**config.mk**
```make
export PLATFORM = sky130hd
export DESIGN_NAME = riscv_memrsp
export DESIGN_NICKNAME = d
export VERILOG_FILES = /design/src/rtl/riscv_memrsp.sv
export SDC_FILE = /design/constraint.sdc
export NUM_CORES = 1
export LEC_CHECK = 0
export ABC_CLOCK_PERIOD_IN_PS = 1550
export BUFFER_PORTS_ARGS = -buffer_cell sky130_fd_sc_hd__clkbuf_2
export CAP_MARGIN = 15
export CORE_ASPECT_RATIO = 1.2
export CORE_MARGIN = 3
export CORE_UTILIZATION = 30
export DETAILED_ROUTE_END_ITERATION = 6
export HOLD_SLACK_MARGIN = 0.03
export PLACE_DENSITY = 0.65
export SYNTH_ARGS = -nofsm -noshare
export SYNTH_HDL_FRONTEND = slang
export SYNTH_SLANG_ARGS = --single-unit
```
**constraint.sdc**
```tcl
create_clock -name clk_i -period 1.55 [get_ports clk_i]
set_input_delay 0.155 -clock clk_i [delete_from_list [all_inputs] [get_ports clk_i]]
set_output_delay 0.155 -clock clk_i [all_outputs]
set_load 0.01 [all_outputs]
```
**src/rtl/riscv_memrsp.sv**
```systemverilog
// Memory response unit: turns one translated CPU request into a single BIU access
// and returns exactly one response (data, bus error or misalignment) to the CPU.
module riscv_memrsp #(
    parameter int XLEN = 32,
    parameter int PLEN = (XLEN == 32) ? 34 : 56
) (
    input  logic            clk_i,
    input  logic            rst_ni,

    input  logic            req_i,
    input  logic [PLEN-1:0] adr_i,
    input  logic [2:0]      size_i,
    input  logic            lock_i,
    input  logic            we_i,
    input  logic [XLEN-1:0] d_i,
    input  logic            flush_i,
    output logic            stall_o,

    output logic            ack_o,
    output logic [XLEN-1:0] q_o,
    output logic            err_o,
    output logic            misaligned_o,

    output logic            biu_stb_o,
    output logic [PLEN-1:0] biu_adri_o,
    output logic [2:0]      biu_size_o,
    output logic            biu_lock_o,
    output logic            biu_we_o,
    output logic [XLEN-1:0] biu_d_o,
    input  logic            biu_stb_ack_i,
    input  logic            biu_d_ack_i,
    input  logic [XLEN-1:0] biu_q_i,
    input  logic            biu_err_i
);

    // biu_size_t encoding: BYTE=0, HWORD=1, WORD=2, DWORD=3 (larger sizes are never flagged)
    localparam logic [2:0] SZ_HWORD = 3'd1;
    localparam logic [2:0] SZ_WORD  = 3'd2;
    localparam logic [2:0] SZ_DWORD = 3'd3;

    typedef enum logic [1:0] {
        ST_IDLE = 2'd0,
        ST_STB  = 2'd1,
        ST_DATA = 2'd2,
        ST_RSP  = 2'd3
    } state_t;

    state_t          r_state;
    state_t          w_state_nxt;
    logic            w_accept;
    logic            w_misaligned;
    logic            w_done;
    logic            w_busy;
    logic            r_kill;
    logic            r_err;
    logic            r_mis;
    logic [PLEN-1:0] r_adr;
    logic [2:0]      r_size;
    logic            r_lock;
    logic            r_we;
    logic [XLEN-1:0] r_d;
    logic [XLEN-1:0] r_q;

    always_comb begin
        w_misaligned = 1'b0;
        case (size_i)
            SZ_HWORD: w_misaligned = adr_i[0];
            SZ_WORD:  w_misaligned = |adr_i[1:0];
            SZ_DWORD: w_misaligned = |adr_i[2:0];
            default:  w_misaligned = 1'b0;
        endcase
    end

    assign w_accept = (r_state == ST_IDLE) && req_i && !flush_i;
    assign w_busy   = (r_state == ST_STB) || (r_state == ST_DATA);
    // Completion may arrive together with the strobe acknowledge.
    assign w_done   = ((r_state == ST_STB) && biu_stb_ack_i && (biu_d_ack_i || biu_err_i)) ||
                      ((r_state == ST_DATA) && (biu_d_ack_i || biu_err_i));

    always_ff @(posedge clk_i) begin
        if (!rst_ni) begin
            r_state <= ST_IDLE;
        end else begin
            r_state <= w_state_nxt;
        end
    end

    always_comb begin
        w_state_nxt  = r_state;
        stall_o      = (r_state != ST_IDLE);
        biu_stb_o    = (r_state == ST_STB);
        ack_o        = 1'b0;
        err_o        = 1'b0;
        misaligned_o = 1'b0;
        case (r_state)
            ST_IDLE: begin
                if (w_accept) begin
                    w_state_nxt = w_misaligned ? ST_RSP : ST_STB;
                end
            end
            ST_STB: begin
                if (biu_stb_ack_i) begin
                    w_state_nxt = (biu_d_ack_i || biu_err_i) ? ST_RSP : ST_DATA;
                end
            end
            ST_DATA: begin
                if (biu_d_ack_i || biu_err_i) begin
                    w_state_nxt = ST_RSP;
                end
            end
            ST_RSP: begin
                w_state_nxt  = ST_IDLE;
                ack_o        = !r_kill && !flush_i;
                err_o        = ack_o && r_err;
                misaligned_o = ack_o && r_mis;
            end
            default: w_state_nxt = ST_IDLE;
        endcase
    end

    always_ff @(posedge clk_i) begin
        if (!rst_ni) begin
            r_kill <= 1'b0;
            r_err  <= 1'b0;
            r_mis  <= 1'b0;
            r_adr  <= '0;
            r_size <= '0;
            r_lock <= 1'b0;
            r_we   <= 1'b0;
            r_d    <= '0;
            r_q    <= '0;
        end else begin
            if (w_accept) begin
                r_adr  <= adr_i;
                r_size <= size_i;
                r_lock <= lock_i;
                r_we   <= we_i;
                r_d    <= d_i;
                r_err  <= 1'b0;
                r_mis  <= w_misaligned;
            end
            if (w_done) begin
                r_err <= biu_err_i;
                r_mis <= 1'b0;
                if (!r_we) begin
                    r_q <= biu_q_i;
                end
            end
            // A flushed access still finishes on the bus; only its response is dropped.
            if (w_busy && flush_i) begin
                r_kill <= 1'b1;
            end
            if (r_state == ST_RSP) begin
                r_kill <= 1'b0;
                r_lock <= 1'b0;
            end
        end
    end

    assign q_o        = r_q;
    assign biu_adri_o = r_adr;
    assign biu_size_o = r_size;
    assign biu_lock_o = r_lock;
    assign biu_we_o   = r_we;
    assign biu_d_o    = r_d;

endmodule

```
==> impl_metrics.toml, run 1 <==
[status]
status = "finished with violations"
violations = "negative setup slack"

[final_layout]
area_growth_pct = 69.1
antenna_cells = 0
fillers = 1203
nets = 905
final_layout_size_suffix_gt1_share_pct = 35.7

[placement]
hpwl_um = 7880
portBuffers = 217
gpl.final_weighted_congestion = 0.808

[drt]
vias = 4265
drt-initial-drc-count = 237
drc = 0
routed_via_density = 4.45
wire_per_inst_um = 13.2
ant_nets = 0
wl_um = 12700
drt_first_pass_iters = 4

[die]
core_um2 = 12700
rows = 45
num_io_pins = 218
die_w_um = 110
initial_core_util_pct = 30.7
floorplan.die.height_um = 131
die_area_um2 = 14400

[cts]
insertion_delay_ns = 0.34
clk_pin_slew_worst_paths_ns = 0.08
cts.sinks = 108
htreeDepth = 3
clock_path_buffers = 2
root_buffer = "clkbuf_16"
cts_tree = "yes"
cts_buffers = 9

[pwr]
powerDensity_nw_per_um2 = 1340
finalPower_w = 0.00886
vdd_ir_drop_max_v = 0.000599
leakage_nw = 2.93

[synth]
async_flop_share_pct = 0
synth_flop_cell = "dfxtp_1"
ys_seq_elements = 108
netlist-cell-type-count = 29
syn_area_per_cell_um2 = 7.93
yosysWarningCount = 0
syn_area_um2 = 3910
synth_fp_nets = 608
synthCells = 493
yosysSeqAreaShare_pct = 55.3
synth_edf_count = 0

[critical_path]
cp_max_fo = 3
cp.arrival_ns = 1.45
worstSetupPathType = "flop to output port"
required_ns = 1.39
end_kind = "output port"
crit_path_start_kind = "flop"

[run]
drv_cap = 0

[timing]
setup_viol = 3
holdWs_ns = 0.0369
slew_headroom_pct = 80.8
period_share_pct = 104
rsz0062_at_grt = "true"
fin_skew_ns = 0.00630
finalHoldViolations = 0
clock.fmax_mhz = 622
setup_ws_ns = -0.0569
period_minus_slack_ns = 1.61
worst_pin_slew_ns = 0.285
slew_violations = 0

[min_path]
min_path_type = "primary input to flop"

[global_routing]
met3_usage_pct = 4.86
grt_pass1_wl_um = 18400
gr-usage-met1_pct = 18.6
grtUsageTotal_pct = 15.8
globalRouteOverflowTotal = 0
grt_pass1_vias = 3846
grtUsageMet2_pct = 27.6
busiest_layer = "met2"
grt_max_degree = 54
antenna_found_initial = 0
## final timing paths
check                                  from        endpoint  slack (ns)  depth (start not counted)
worst max register to register   r_state[1]         q_o[29]        0.02                          9
worst min-delay path              adr_i[21]  biu_adri_o[21]        0.04                          3
worst max-delay path             r_state[1]    misaligned_o       -0.06                          5
worst min register to register  biu_d_o[24]     biu_d_o[24]        0.45                          2
## per-stage QoR
stage	instance area (um^2)	utilization (%)	worst slack [ns]	std cells	setup TNS [ns]
after detailed placement	5320	41.8	-0.0426	861	-0.318
final	6610	51.9	-0.0569	959	-0.133
after CTS	6410	50.4	-0.0654	952	-0.125
after floorplan	3920	-	0.0101	493	0
after global routing	6610	51.9	-0.112	959	-3.06
after global placement	5320	41.8	0.0252	861	0
## cells in the final DEF, fill, tap and decap left out, types with 3 or more instances in the layout
cell / n
nand2b_1: 4
clkinv_4: 3
nor2_1: 4
inv_2: 3
dfxtp_1: 106
nand2_1: 207
buf_4: 10
clkbuf_2: 214
dlygate4sd3_1: 74
a21oi_2: 5
clkbuf_16: 12
ha_4: 4
a21oi_1: 102
buf_6: 8
buf_12: 10
## layer usage
layer / vias to the layer above / part of all wire (%)
met2: 141 / 51
met3: 11 / 7.8
li1: 2199 / -
met1: 1914 / 40
met5: - / 0
met4: 0 / 1.2
## cell usage after synthesis (2+ instances only)
library cell  count  area share, %
inv_1             3           0.29
dfxtp_1         108             55
ha_1              5            1.6
o22ai_1           2           0.32
o21ai_0           2           0.26
nor2_1            4           0.38
buf_2            12            1.5
and2_1            2           0.32
a21oi_1         107             14
inv_2             2           0.19
nand2b_1          4           0.64
buf_1             3           0.29
clkbuf_1         15            1.4
buf_6             3           0.86
nand2_1         207             20
## sequential cells by signal, summed over array words and instances, names as in the netlist
register	count
biu_adri_o	34
biu_d_o	32
q_o	32
biu_size_o	3
r_state	2
biu_lock_o	1
biu_we_o	1
r_err	1
r_kill	1
r_mis	1
## cell type report
class / instances / area [um^2] / share of cell area (%)
inverter: 5 / 20.0 / 0.303
clock buffer: 11 / 253 / 3.82
multi-input combinational: 347 / 1670 / 25.2
tap: 164 / 205 / 3.10
sequential: 108 / 2170 / 32.8
clock inverter: 5 / 43.8 / 0.663
timing repair buffer: 319 / 2250 / 34.1
## timing repair
item / 4_1_cts / 5_1_grt
hold buffers: 74 / 0
buffers inserted: 1 / 4
setup endpoints to repair: 44 / 102
resized for setup: 10 / 22
pin swaps: 3 / 4
endpoints found under the hold margin: 74 / 0
gates cloned: 0 / 3
## cells by family (layout without fill, tap and decap cells)
family	after synthesis	after routing	synth area share (%)
adder cells (fa/ha/maj)	5	5	1.60
buffers and inverters	38	340	4.61
AND/OR/NAND/NOR	224	224	22.7
AO/OA/AOI/OAI	118	118	15.8
flip-flops	108	108	55.3
## where the power goes
group / switching (W) / internal, W
registers: 0.000250 / 0.00323
clock network: 0.00106 / 0.00120
logic: 0.00161 / 0.00151
## worst max-delay path, stage by stage (launching register included)
cell     delay (ns)
dfxtp_4        0.38
buf_6          0.11
ha_4           0.13
nor3b_4        0.22
and2_4         0.18
buf_6          0.10
(Power assumes the default switching activity.)
==> inputs of run 2 (changes only) <==
--- a/config.mk
+++ b/config.mk
@@ -14,6 +14,7 @@
 export DETAILED_ROUTE_END_ITERATION = 6
 export HOLD_SLACK_MARGIN = 0.03
 export PLACE_DENSITY = 0.65
+export SETUP_SLACK_MARGIN = 0.5
 export SYNTH_ARGS = -nofsm -noshare
 export SYNTH_HDL_FRONTEND = slang
 export SYNTH_SLANG_ARGS = --single-unit
==> run 2 against run 1 <==
  * The run still ends with negative setup slack left
  * Sequential power increased by 2%
  * Non-clock buffer count increased by 10
  * Maximum frequency decreased by 1.9%
==> impl_metrics.toml, run 2 (same netlist as run 1, synthesis figures left out) <==
[drt]
vias = 4516
drc = 0
drt-initial-drc-count = 173
wire_per_inst_um = 15.4
wl_um = 14900
drt_first_pass_iters = 5
ant_nets = 0
routed_via_density = 4.66

[pwr]
leakage_nw = 3.33
powerDensity_nw_per_um2 = 1350
combPwrFrac_pct = 44.4
pwr-share-seq_pct = 34.0
swShare_pct = 33.3
vdd_ir_drop_max_v = 0.000769
p_sw_w = 0.00346
power_frac_clock_pct = 21.5
internal_power_w = 0.00695

[placement]
hpwl_um = 7840
dp.cells = 854
dp_slack_ns = 0.0371
gpl.final_weighted_congestion = 0.764
portBuffers = 217

[cts]
cts.sinks = 108
root_buffer = "clkbuf_16"
clk_pin_slew_worst_paths_ns = 0.07
insertion_delay_ns = 0.34
clock_path_buffers = 2
htreeDepth = 3
cts_buffers = 9
cts_tree = "yes"

[global_routing]
grt_pass1_vias = 4335
grt_max_degree = 49
globalRouteOverflowTotal = 0
grt_pass1_wl_um = 20900
antenna_found_initial = 0
grtUsageTotal_pct = 18.6

[timing]
period_share_pct = 106
slew_headroom_pct = 74.0
worst_pin_slew_ns = 0.388
rsz0062_at_grt = "true"
period_minus_slack_ns = 1.64
setup_viol = 79
setup_ws_ns = -0.0874
fin_skew_ns = 0.00549
clock.fmax_mhz = 611
finalHoldViolations = 0
slew_violations = 0

[run]
drv_cap = 0

[die]
die_w_um = 110
num_io_pins = 218
die_area_um2 = 14400
initial_core_util_pct = 30.7
core_um2 = 12700
rows = 45
floorplan.die.height_um = 131

[min_path]
hold_depth = 3
min_path_type = "primary input to flop"
worstHoldStart = "d_i[28]"

[critical_path]
crit_path_start_kind = "flop"
end_kind = "flop"
crit_path_top_delay_cell = "dfxtp_4"
r2r_end = "r_state[0]"
crit_end = "r_state[0]"
cp-startpoint = "r_state[1]"
worstSetupPathType = "flop to flop"
cpPeakStageDelay_ns = 0.38
cp.arrival_ns = 1.85
path_cells = "buf_6 -> inv_8 -> ha_4 -> a222oi_1 -> buf_4 -> and4b_1 -> a211oi_2"
required_ns = 1.76
cp_max_fo = 4
r2r_start = "r_state[1]"
r2r_slack_ns = -0.09
rr_worst_depth = 7

[status]
status = "finished with violations"
violations = "negative setup slack"

[final_layout]
multi_input_area_um2 = 2190
final_layout_size_suffix_gt1_share_pct = 54.8
final_common_cell = "clkbuf_2"
regArea_um2 = 2180
nets = 916
fillers = 1075
largest_reg_flops = 34
finalNonFillerCells = 970
area_growth_pct = 96.9
antenna_cells = 0
final_cell_mix = "210 x clkbuf_2, 131 x nand2_1, 97 x dfxtp_1"
run 2: layout make-up:
type                       instances  area share [%]
clock buffer                      12            3.07
clock inverter                     4           0.650
inverter                           5           0.390
tap                              164            2.67
timing repair buffer             329            36.4
multi-input combinational        348            28.5
sequential                       108            28.3
run 2: worst max-delay path, delay by kind of cell, from the launching register on:
family / cells / cell delay, ns
buffers and inverters: 3 / 0.36
adder cells (fa/ha/maj): 1 / 0.17
flip-flops: 1 / 0.38
AND/OR/NAND/NOR: 1 / 0.22
AO/OA/AOI/OAI: 2 / 0.40
run 2: worst min path at each step:
stage,to,slack (ns)
final,biu_d_o[28],0.04
after global routing,biu_d_o[13],0.04
after CTS,q_o[22],0.03
after detailed placement,biu_adri_o[3],0.38
after global placement,biu_adri_o[15],0.38
after floorplan,biu_lock_o,0.29
run 2: timing repair:
item                                   4_1_cts  5_1_grt
pin swaps                                   54       51
endpoints found under the hold margin       52        0
hold buffers                                52        0
cloned                                      17        5
setup buffers                               19        7
setup endpoints to repair                  114      119
gates resized for setup                     83      135
run 2: power groups by stage:
stage               Clock (W)  Combinational [W]  Sequential, W
floorplan                   0            0.00130        0.00371
global placement            0            0.00250        0.00352
detailed placement          0            0.00251        0.00354
CTS                   0.00233            0.00385        0.00349
global route          0.00242            0.00492        0.00359
finish                0.00224            0.00463        0.00354
run 2: metrics by stage:
| step | util, % | hold slack [ns] | TNS [ns] | power, W | cell area (um^2) |
|---|---|---|---|---|---|
| global placement | 41.6 | 0.379 | 0 | 0.00602 | 5300 |
| CTS | 55.4 | 0.0301 | -0.492 | 0.00967 | 7050 |
| global route | 60.5 | 0.0367 | -7.63 | 0.0109 | 7690 |
| detailed placement | 41.6 | 0.384 | 0 | 0.00605 | 5300 |
| finish | 60.5 | 0.0374 | -3.20 | 0.0104 | 7690 |
| floorplan | - | 0.289 | 0 | 0.00500 | 3970 |
run 2: metal layers:
metal / up-vias / track usage, % / part of all wire, %
met5: - / 0 / 0
met2: 180 / 33.1 / 52
met1: 2094 / 21.2 / 39
met3: 28 / 3.98 / 6.7
met4: 0 / 7.90 / 2.4
li1: 2214 / - / -
